--- src/rtl/sl_channel_scheduler.sv ---
// rtl/sl_channel_scheduler.sv - round-robin endpoint scheduler with sticky pending flags and service watchdog
module sl_channel_scheduler #(
    parameter int CHANNEL_COUNT  = 2,
    parameter int TIMEOUT_CYCLES = 255,
    parameter int TO_WIDTH       = 8
) (
    input  logic                       clk,
    input  logic                       rst_n,
    input  logic [CHANNEL_COUNT-1:0]   tx_event,
    input  logic [CHANNEL_COUNT-1:0]   rx_event,
    input  logic                       mask_we,
    input  logic [2*CHANNEL_COUNT-1:0] mask_data,
    output logic                       grant_valid,
    output logic [5:0]                 grant_addr,
    input  logic                       grant_ready,
    input  logic                       service_done,
    output logic [2*CHANNEL_COUNT-1:0] pending,
    output logic                       busy,
    output logic                       timeout_err
);

    localparam int N  = 2 * CHANNEL_COUNT;
    localparam int PW = (N > 1) ? $clog2(N) : 1;

    typedef enum logic [1:0] {
        ST_IDLE,
        ST_OFFER,
        ST_SERVICE
    } state_t;

    state_t              state_q, state_d;
    logic [N-1:0]        pending_q, pending_d;
    logic [N-1:0]        mask_q, mask_d;
    logic [N-1:0]        set_vec, clr_vec, eligible;
    logic [PW-1:0]       ptr_q, ptr_d;
    logic [PW-1:0]       winner, granted, ptr_after;
    logic [PW:0]         idx;
    logic                any_eligible;
    logic [5:0]          addr_q, addr_d;
    logic                valid_q, valid_d;
    logic                to_q, to_d;
    logic                handshake;
    logic [TO_WIDTH-1:0] wd_q, wd_d;

    // Endpoint s = 2*ch + is_rec: tx events land on even bits, rx on odd bits
    for (genvar g = 0; g < CHANNEL_COUNT; g++) begin : g_set
        assign set_vec[2*g]   = tx_event[g];
        assign set_vec[2*g+1] = rx_event[g];
    end

    assign eligible  = pending_q & ~mask_q;
    assign granted   = addr_q[PW-1:0];
    assign ptr_after = (granted == PW'(N - 1)) ? '0 : granted + 1'b1;
    assign handshake = (state_q == ST_OFFER) && valid_q && grant_ready;

    // Scan offsets from high to low so the smallest offset from the pointer wins
    always_comb begin
        winner       = '0;
        any_eligible = 1'b0;
        idx          = '0;
        for (int i = N - 1; i >= 0; i--) begin
            idx = {1'b0, ptr_q} + (PW + 1)'(i);
            if (idx >= (PW + 1)'(N)) begin
                idx = idx - (PW + 1)'(N);
            end
            if (eligible[idx[PW-1:0]]) begin
                winner       = idx[PW-1:0];
                any_eligible = 1'b1;
            end
        end
    end

    always_comb begin
        clr_vec = '0;
        if (handshake) begin
            clr_vec[granted] = 1'b1;
        end
    end

    always_comb begin
        state_d   = state_q;
        valid_d   = valid_q;
        addr_d    = addr_q;
        ptr_d     = ptr_q;
        wd_d      = wd_q;
        to_d      = 1'b0;
        mask_d    = mask_we ? mask_data : mask_q;
        // Set after clear so an event coincident with its grant is kept
        pending_d = (pending_q & ~clr_vec) | set_vec;

        case (state_q)
            ST_IDLE: begin
                if (any_eligible) begin
                    addr_d  = 6'(winner);
                    valid_d = 1'b1;
                    state_d = ST_OFFER;
                end
            end
            ST_OFFER: begin
                if (handshake) begin
                    valid_d = 1'b0;
                    wd_d    = TO_WIDTH'(TIMEOUT_CYCLES);
                    state_d = ST_SERVICE;
                end
            end
            ST_SERVICE: begin
                if (service_done) begin
                    ptr_d   = ptr_after;
                    state_d = ST_IDLE;
                end else begin
                    wd_d = wd_q - 1'b1;
                    if (wd_q == TO_WIDTH'(1)) begin
                        to_d    = 1'b1;
                        ptr_d   = ptr_after;
                        state_d = ST_IDLE;
                    end
                end
            end
            default: begin
                state_d = ST_IDLE;
                valid_d = 1'b0;
            end
        endcase
    end

    always_ff @(posedge clk or negedge rst_n) begin
        if (!rst_n) begin
            state_q   <= ST_IDLE;
            pending_q <= '0;
            mask_q    <= '0;
            ptr_q     <= '0;
            addr_q    <= '0;
            valid_q   <= 1'b0;
            to_q      <= 1'b0;
            wd_q      <= '0;
        end else begin
            state_q   <= state_d;
            pending_q <= pending_d;
            mask_q    <= mask_d;
            ptr_q     <= ptr_d;
            addr_q    <= addr_d;
            valid_q   <= valid_d;
            to_q      <= to_d;
            wd_q      <= wd_d;
        end
    end

    assign grant_valid = valid_q;
    assign grant_addr  = addr_q;
    assign pending     = pending_q;
    assign busy        = (state_q != ST_IDLE);
    assign timeout_err = to_q;

endmodule

--- config.mk ---
export PLATFORM = sky130hd
export DESIGN_NAME = sl_channel_scheduler
export DESIGN_NICKNAME = d
export VERILOG_FILES = /design/src/rtl/sl_channel_scheduler.sv
export SDC_FILE = /design/constraint.sdc
export NUM_CORES = 1
export LEC_CHECK = 0
export CAP_MARGIN = 5
export CORE_UTILIZATION = 50
export CTS_CLUSTER_DIAMETER = 30
export DETAILED_ROUTE_END_ITERATION = 7
export GPL_TIMING_DRIVEN = 0
export PLACE_DENSITY = 0.78
export RECOVER_POWER = 50
export SLEW_MARGIN = 20
export SYNTH_ARGS = -nofsm -noshare
export SYNTH_HDL_FRONTEND = slang
export SYNTH_SLANG_ARGS = --single-unit
export TNS_END_PERCENT = 100
--- constraint.sdc ---
create_clock -name clk -period 2.2 [get_ports clk]
set_input_delay 0.33 -clock clk [delete_from_list [all_inputs] [get_ports clk]]
set_output_delay 0.33 -clock clk [all_outputs]
set_load 0.005 [all_outputs]
==> After elaboration in Yosys (flattened, before gate mapping) <==
Cells that the tools add are included.
{ "totals": {"ff_bits": 24, "inputBits": 13, "out_inout_bits": 13, "elab_cells": 93} }
{ "classes": {"add_sub_neg": 9, "magnitude_cmp": 10, "n_eq_ne": 8, "mux": 40, "bitwise": 6, "n_reduce_logical": 12} }
{ "op_table": {"columns": ["cell", "n"], "rows": [
  ["two-way mux 2 bit", 15],
  ["two-way mux 8 bit", 2],
  ["one-hot mux 8 bit (2 select lines)", 1],
  ["less-than comparator 2 x 3 -> 1 bit (second input constant)", 5],
  ["two-way mux 1 bit", 14],
  ["greater-or-equal comparator 3 bit (second input constant)", 3],
  ["AND reduction 3 bit", 3],
  ["AND 4 bit", 2],
  ["binary-select mux 1 bit (select 2 bit)", 4],
  ["equality test 8 x 1 -> 1 bit (second input constant)", 1],
  ["inverter 4 bit", 2],
  ["subtractor 2 x 1 -> 2 bit (second input constant)", 4],
  ["subtractor 8 x 1 -> 8 bit (second input constant)", 1],
  ["adder 2 x 2 -> 3 bit (second input constant)", 2],
  ["!= test 2 bit (second input constant)", 3],
  ["one-hot mux 2 bit (3 select lines)", 1],
  ["nonzero test 2 bit", 3],
  ["equality test 2 bit (second input constant)", 2],
  ["two-way mux 4 bit", 1],
  ["OR 4 bit", 1],
  ["AND reduction 2 bit", 2],
  ["adder 2 x 1 -> 3 bit (second input constant)", 1],
  ["greater-or-equal comparator 2 x 3 -> 1 bit (second input constant)", 1],
  ["logical AND 1 bit", 3],
  ["8 further kinds", 8]
]} }

==> Depth between registers and ports, before layout <==
{ "logic_depth": {"word_depth": 11, "mapped_depth": 6, "mapped_depth_nobuf": 6} }

==> Worst setup path after synthesis <==
OpenSTA, ideal clock, no wires.
{ "synth_path": {"kind": "register to register", "from": "register wd_q[3]", "to": "register ptr_q[0]", "setup_ps": 128, "arrival_time_ps": 1397, "required_ps": 2072, "setup_slack_ps": 675, "path_stages_with_launch": 5, "n_path_buf": 0, "synth_period_minus_slack_ps": 1525, "path_cell_list": "dfrtp_1 > nor4_4 > a31oi_1 > nor3b_2 > mux2_1"} }
{ "synth_between": {"elab_chain_len": 3} }
{ "synth_lines": {"columns": ["item", "line_no", "rtl"], "rows": [
  ["start, declared", "43", "logic [TO_WIDTH-1:0] wd_q, wd_d;"],
  ["start signal, assigned", "144", "wd_q <= wd_d;"],
  ["equality test 8 x 1 -> 1 bit", "112", "if (wd_q == TO_WIDTH'(1)) begin"],
  ["nonzero test 2 bit (no source line)", null, null],
  ["AND reduction 2 bit (no source line)", null, null],
  ["end signal, assigned", "140", "ptr_q <= ptr_d;"],
  ["end, declared", "35", "logic [PW-1:0] ptr_q, ptr_d;"]
]} }
No other way between the ends.
A chain may end at the register's enable or synchronous reset.

==> Worst setup path in the final report <==
{ "layout_path": {"from": "register state_q[0]", "to": "output busy"} }
{ "layout_between": {"elab_chain_len": 1} }
{ "layout_lines": {"columns": ["item", "line_no", "rtl"], "rows": [
  ["start, declared", "31", "state_t state_q, state_d;"],
  ["start signal, assigned", "137", "state_q <= state_d;"],
  ["nonzero test 2 bit", "151", "assign busy = (state_q != ST_IDLE);"],
  ["end, declared", "18", "output logic busy,"]
]} }
No other way between the ends.

==> flow_summary.yaml <==
setup_path:
  cp.required_ns: 1.87
  path_max_fanout: 9
  reg2reg_depth: 4
  regToRegEndpoint: "ptr_q[0]$_DFFE_PN0P_"
  crit_arrival_ns: 1.56
  end_kind: "output port"
  worstSetupPathType: "flop to output port"
  rrSetupSlack_ns: 0.55
  worstSetupEndpoint: "busy"
  r2r-start: "wd_q[3]$_DFFE_PN0P_"
  startpoint: "state_q[0]$_DFFE_PN0P_"
  start_kind: "flop"
synthesis:
  synth_area_leaders: "dfrtp_1 (47%), ha_1 (5.8%), mux2_2 (4.4%)"
  synth_top_family_by_area: "simple AND/OR/NAND/NOR gates"
  ys_types: 39
  synth_mux_area_share_pct: 6.12
  synth.avg_cell_area_um2: 10.7
  synth_xor_area_share_pct: 4.08
  synthCells: 120
  synth_compound_area_share_pct: 13.0
  synthSimpleGateAreaFrac_pct: 19.1
  synth_adder_area_share_pct: 5.83
  synth_top_area_share_pct: 46.6
  ys_warn_count: 0
  ys_seq_area_share_pct: 46.6
  ys_ff_latch: 24
  yosysTopAreaCell: "dfrtp_1"
  syn-cell-area_um2: 1290
status:
  status: "finished, final reports clean"
global_routing:
  grt_pass1_vias: 920
  track_usage_pct: 20.7
  grt_pass1_wl_um: 4150
  grt_antenna_before_repair: 0
  overflow: 0
  grt_max_degree: 25
sta:
  skew_ns: 0.00262
  setup_ws_ns: 0.305
  max_slew_margin_pct: 15.7
  finalMaxSlewViolations: 0
  setup_viol: 0
  worstMarginPinSlew_ns: 1.26
  finalCriticalPeriod_ns: 1.89
  clock.fmax_ghz: 0.528
  hold_viol: 0
  fin_tns_setup_ns: 0
  rsz0062_at_grt: "no"
  final.period_utilization_pct: 86.1
power_and_ir_drop:
  p_per_area_nw_per_um2: 533
  total_power_uw: 855
  vdd.ir_drop.worst_mv: 0.343
  power_leakage_nw: 0.719
detailed_routing:
  drt_first_pass_iters: 5
  wirelength_um: 2420
  ant_nets: 0
  initialDrtViolationCount: 8
  wl_per_cell_um: 13.5
  vias: 952
  vias_per_cell: 5.32
  drcViolationCount: 0
finish:
  antenna_cells: 0
  drive_gt1_share_pct: 12.8
  layout_commonest_cell: "dfrtp_1"
  nets: 169
  mostFrequentLayoutCells: "dfrtp_1 (24), clkdlybuf4s50_1 (19), nand2_1 (13), nor2_1 (7)"
  area_delta_synth_final_pct: 24.5
clock_network:
  ctsRootBufferMaster: "clkbuf_4"
  cts_tree: "built"
  numCtsBuffers: 3
  clk_path_buf_depth: 2
  worstSkewPairLatency_ns: 0.32
  clk_pin_slew_ns: 0.14
  htreeDepth: 1
  clock-sinks: 24
die:
  die_area_um2: 2780
  pin_count: 26
  start_util_pct: 52.4
  die_w_um: 52.7
  fp.dieH_um: 52.7
  fp.coreArea_um2: 2450
  placementRows: 18
job:
  drv_cap: 0
placement:
  portBuffers: 21
  post-place-ws_ns: 0.386
  gp_congestion: 0.782
  dp_hpwl_um: 1810
hold_path:
  hp-class: "flop to flop"
[stage by stage]
stage	hold WS, ns	util (%)	instance area [um2]	cells
3_5_place_dp	0.491	63.0	1550	174
3_3_place_gp	0.484	63.0	1550	174
5_1_grt	0.548	65.3	1600	179
6_report	0.518	65.3	1600	179
2_1_floorplan	0.0344	-	1300	123
4_1_cts	0.522	65.1	1600	178
[worst min path at each step]
| stage | startpoint | end | cells after the start |
|---|---|---|---|
| 4_1_cts | mask_q[1]$_DFFE_PN0P_ | mask_q[1]$_DFFE_PN0P_ | 1 |
| 5_1_grt | mask_q[1]$_DFFE_PN0P_ | mask_q[1]$_DFFE_PN0P_ | 1 |
| 2_1_floorplan | rst_n | grant_addr[0]$_DFFE_PN0P_ | 0 |
| 3_3_place_gp | mask_q[2]$_DFFE_PN0P_ | mask_q[2]$_DFFE_PN0P_ | 1 |
| 6_report | mask_q[1]$_DFFE_PN0P_ | mask_q[1]$_DFFE_PN0P_ | 1 |
| 3_5_place_dp | mask_q[1]$_DFFE_PN0P_ | mask_q[1]$_DFFE_PN0P_ | 1 |
[routing by layer]
| layer | track usage, % | up-vias | wire, um |
|---|---|---|---|
| li1 | - | 470 | - |
| met1 | 28.8 | 453 | 1150 |
| met2 | 32.7 | 24 | 1130 |
| met3 | 2.61 | 5 | 105 |
| met4 | 7.89 | 0 | 34 |
| met5 | 0 | - | 0 |
[cells in the mapped netlist (all sizes together)]
master    n
a21boi    1
a21o      4
a21oi     5
a311oi    1
a31oi     2
a32oi     1
a41oi     1
and4      1
and4b     1
buf       6
conb      1
dfrtp    24
ha        6
inv       6
mux2      7
nand2    13
nand2b    4
nand3     1
nand4     1
nand4b    1
nand4bb   1
nor2      7
nor2b     2
nor3      2
nor3b     2
nor4      1
nor4b     1
o211ai    2
o21a      1
o21ai     2
o21bai    1
o221ai    1
o2bb2ai   2
or2       2
xnor2     2
xor2      4
[flip-flops by register name, summed over array words and instances, names as in the netlist]
name         count
state_q          2
mask_q           4
grant_addr       2
timeout_err      1
ptr_q            2
pending          4
grant_valid      1
wd_q             8
[where the power goes]
part / switching (mW) / internal [mW]
Combinational: 0.0357 / 0.0405
Sequential: 0.00367 / 0.448
Clock: 0.142 / 0.184
[worst max-delay path, cell delays in order (launching register included)]
cell and delay, ns:
dfrtp_1 0.38, buf_2 0.17, or2_1 0.25, clkdlybuf4s50_1 0.45
[cell families after synthesis]
logic type / Yosys count
other: 1
xor gates and xnor gates: 6
muxes: 7
buffers and inverters: 12
DFF: 24
AOI/OAI and AO/OA: 24
adders and majority gates: 6
and+or+nand+nor: 40
[layout make-up]
cell class | instances | area, um2
Sequential cell | 24 | 601
Inverter | 6 | 22.5
Buffer | 6 | 40.0
Tap cell | 30 | 37.5
Multi-Input combinational cell | 87 | 636
Clock inverter | 1 | 30.0
Timing Repair Buffer | 22 | 214
Fill cell | 194 | 852
Clock buffer | 3 | 22.5
[what timing repair did]
item	4_1_cts	5_1_grt
hold buffers	0	1
buffers inserted	0	0
hold endpoints to repair	0	13
resized for setup	0	0
(Power assumes the default switching activity.)
==> edit 1 (config.mk and constraints unchanged) <==
Change the parameter `CHANNEL_COUNT` from 2 to 1.
--- a/src/rtl/sl_channel_scheduler.sv
+++ b/src/rtl/sl_channel_scheduler.sv
@@ -1,6 +1,6 @@
 // rtl/sl_channel_scheduler.sv - round-robin endpoint scheduler with sticky pending flags and service watchdog
 module sl_channel_scheduler #(
-    parameter int CHANNEL_COUNT  = 2,
+    parameter int CHANNEL_COUNT  = 1,
     parameter int TIMEOUT_CYCLES = 255,
     parameter int TO_WIDTH       = 8
 ) (
Interface: changed (resized mask_data, pending, rx_event and tx_event); port bits go from 26 to 20. The function was not compared with the original's and may differ.
==> edit 1 against the original RTL <==
  * Synthesized area is 31% lower
  * Cell count decreased by 31%
  * Design area down 31%
  * Wire length down 36%
  * First-iteration DRC count down 25%
  * Worst setup slack better by 59 ps
  * Die area decreased by 30%
  * Sequential cell count is 6 lower
  * Worst hold slack got worse by 11 ps
  * Sequential power up 7.5%
  * Total power is 19% higher
  * Register-to-register slack better by 200 ps
  * Global-route usage shrank 1.5 points
==> edit 1: results <==
[global_route]
grt_pass1_vias = 643
grt_max_degree = 19
grt_pass1_wl_um = 2663
grt_antenna_before_repair = 0
grtUsageTotal = 0.1927

[drt]
routed-via-count = 652
drt_first_pass_iters = 6
top_layer = "met4"
dr.first_iter.drc_count = 6
wl_met1_um = 657
wl_met2_um = 777
avgViaCountPerCell = 5.301
wirelength_um = 1545
wl_met3_um = 84

[clock_tree]
numCtsBuffers = 3
ctsResizeCount = 0
cts_buffer_depth = 2
cts-root-buf = "clkbuf_4"
postCtsSetupBuffers = 0
worst_skew_pair.late_latency_ps = 300
h-tree-depth = 1
path_clk_slew_ps = 110

[synthesis]
syn_avg_cell_area_um2 = 10.44
async_reset_ff_frac = 1.000
synth_commonest_cells = "18 x dfrtp_1, 8 x nand2_1, 7 x nor2_1"
synth_compound_area_frac = 0.07052
synth_cell_types = 34
yosys_warnings = 0
synth_area_leaders = "dfrtp_1 51%, buf_4 4.2%, nand2_1 3.4%"
synth_adder_area_share = 0.02821
synth.mux.area_fraction = 0.04795
synthXorXnorAreaFrac = 0.04937
ys_seq_area_frac = 0.5078

[cells_and_area]
fillers = 127
fin_nets = 119
largest_reg_flops = 8
drive_gt1_frac = 0.1402
diodes = 0
largest_register = "wd_q"

[place]
port_buffers = 14
hpwlAfterDp_um = 1128
dpl-instance-area_mm2 = 0.001062
routabilityCongestion = 0.7912

[power]
p_leak_uw = 0.0004672
ir_worst_vdd_uv = 736.0

[timing]
tightestPinTransition_ps = 796.4
skew_ps = 5.146

[setup_path]
cp_max_fo = 8
arrival_ps = 1510

[min_path]
hold_path.class = "reg2reg"

[outcome]
status = "completed"

[die]
initial_utilization = 0.5627
[edit 1: cell types whose count changed after synthesis, sizes merged, moves of 3 or more]
cell / unedited run / this run
mux2: 7 / 2
ha: 6 / 2
nand2: 13 / 9
a21o: 4 / 1
dfrtp: 24 / 18
[edit 1: final cells by class]
type,count,area share
multi-input cells,61,0.3599
inverters,5,0.01708
clock buffers,4,0.03303
flip-flops and latches,18,0.4100
repair buffers,14,0.1276
well taps,16,0.01822
plain buffers,5,0.03417
[edit 1: per-stage QoR]
step	utilization	total power, µW	worst slack (ps)
floorplan	-	660.4	922.9
global placement	0.6738	799.9	476.6
detailed placement	0.6738	813.3	478.7
CTS	0.6968	1027	355.1
global route	0.6968	1087	303.6
finish	0.6968	1015	364.0
[edit 1: metal layers]
layer,track usage,vias to the layer above
met3,0.04898,3
met1,0.2258,303
met5,0,-
met4,0.07273,0
li1,-,323
met2,0.3382,23
[edit 1: power by group]
part / leakage [µW] / internal [µW] / total [µW] / switching (µW)
combinational: 0.000261 / 175 / 317 / 142
sequential: 0.000186 / 403 / 486 / 83.3
clock: 0.0000210 / 101 / 211 / 110
[edit 1: worst paths after layout]
kind                            start           to  slack, ps  cells after the start
hold / removal              mask_q[0]    mask_q[0]        510                      1
setup / recovery           state_q[1]         busy        360                      2
hold reg to reg             mask_q[0]    mask_q[0]        510                      1
setup reg to reg              wd_q[0]      wd_q[4]        750                      6
max in group asynchronous       rst_n  grant_valid       1160                      1
min in group asynchronous       rst_n      wd_q[2]        540                      1
[edit 1: critical path: stages, from the launching register on]
cell             delay (ps)
dfrtp_1                 460
or2_1                   280
clkdlybuf4s50_1         460
==> edit 2 (config.mk and constraints unchanged) <==
Without the edit above. The 3 states of `state_t` get a one-hot encoding in 3 bits.
--- a/src/rtl/sl_channel_scheduler.sv
+++ b/src/rtl/sl_channel_scheduler.sv
@@ -22,10 +22,10 @@
     localparam int N  = 2 * CHANNEL_COUNT;
     localparam int PW = (N > 1) ? $clog2(N) : 1;
 
-    typedef enum logic [1:0] {
-        ST_IDLE,
-        ST_OFFER,
-        ST_SERVICE
+    typedef enum logic [2:0] {
+        ST_IDLE    = 3'b001,
+        ST_OFFER   = 3'b010,
+        ST_SERVICE = 3'b100
     } state_t;
 
     state_t              state_q, state_d;
Behaviour: no difference found for any inputs over 10 cycles, from zero or initial values and one cycle with rst_n low; not proved beyond that.
==> edit 2 against the original RTL <==
  * Design area grew 0.39%
  * Worst hold slack got worse by 260 ps
  * Synthesized area increased by 2.6%
  * Worst setup slack lost 130 ps
  * Non-clock buffer count shrank 1
  * Wire length rose by 1.4%
  * Sequential cell count increased by 1
Power is not compared: it rests on default switching activity, and its combinational part moved more than twofold at a synthesized area within 25%.
==> edit 2: results <==
[synthesis]
synth_cell_types = 33
synth_area_mm2 = 0.001321
ys_seq_area_frac = 0.4744
synth_commonest_cells = "24 x dfrtp_1, 17 x nand2_1, 7 x inv_1, 7 x nor2_1, 7 x xor2_1"

[global_route]
grt_pass1_wl_um = 3884
grt_max_degree = 26
met2_usage = 0.3021
grt_util_met1 = 0.2712
grt_pass1_vias = 852
met3_usage = 0.02586

[cells_and_area]
buf_share = 0.1524
clkCellAreaFrac = 0.01633
regArea_um2 = 626.9
instances_no_fill = 187
multi_input_area_share = 0.4020
drive_gt1_frac = 0.1083
num-nonclk-buffers = 27
clkbuf_count = 4
n_all_inverters = 7

[setup_path]
slowest_delay_ps = 640
rrSetupSlack_ps = 470
cp_slowest_cell = "dfstp_2"
cp_max_fo = 8
crit_start = "state_q[0]"
arrival_ps = 1700

[place]
dpl-instance-area_mm2 = 0.001580
hpwlAfterDp_um = 1867
dp.cells = 183

[drt]
wl_met2_um = 1199
wl_met3_um = 73
avgViaCountPerCell = 5.251
wire_per_inst_um = 13.10

[outcome]
status = "completed"

[timing]
skew_ps = 7.883
tightestPinTransition_ps = 1267
edit 2: cell types whose count changed after synthesis, sizes merged, moves of 3 or more:
cell / before / now
xor2: 4 / 7
o21ai: 2 / 11
nand2: 13 / 17
nor2b: 2 / 6
edit 2: cells by family (layout without fill, tap and decap cells):
| kind of cell | after synthesis | in the layout | synth area share |
|---|---|---|---|
| compound gates | 28 | 28 | 0.1430 |
| xor+xnor | 7 | 7 | 0.04640 |
| fa+ha+maj | 6 | 6 | 0.05682 |
| buf+inv | 13 | 38 | 0.04924 |
| flops | 25 | 25 | 0.4744 |
| mux | 6 | 6 | 0.05113 |
| other cells | 1 | 4 | 0.002838 |
| simple gates | 43 | 43 | 0.1761 |
edit 2: report_power, final:
group,switching [µW],internal [µW],total [µW]
Clock,131,70.7,202
Sequential,161,590,751
Combinational,230,279,509
edit 2: what timing repair did:
item / CTS / global route
setup buffers: 0 / 1
setup endpoints to repair: 0 / 1
gates resized for setup: 0 / 1
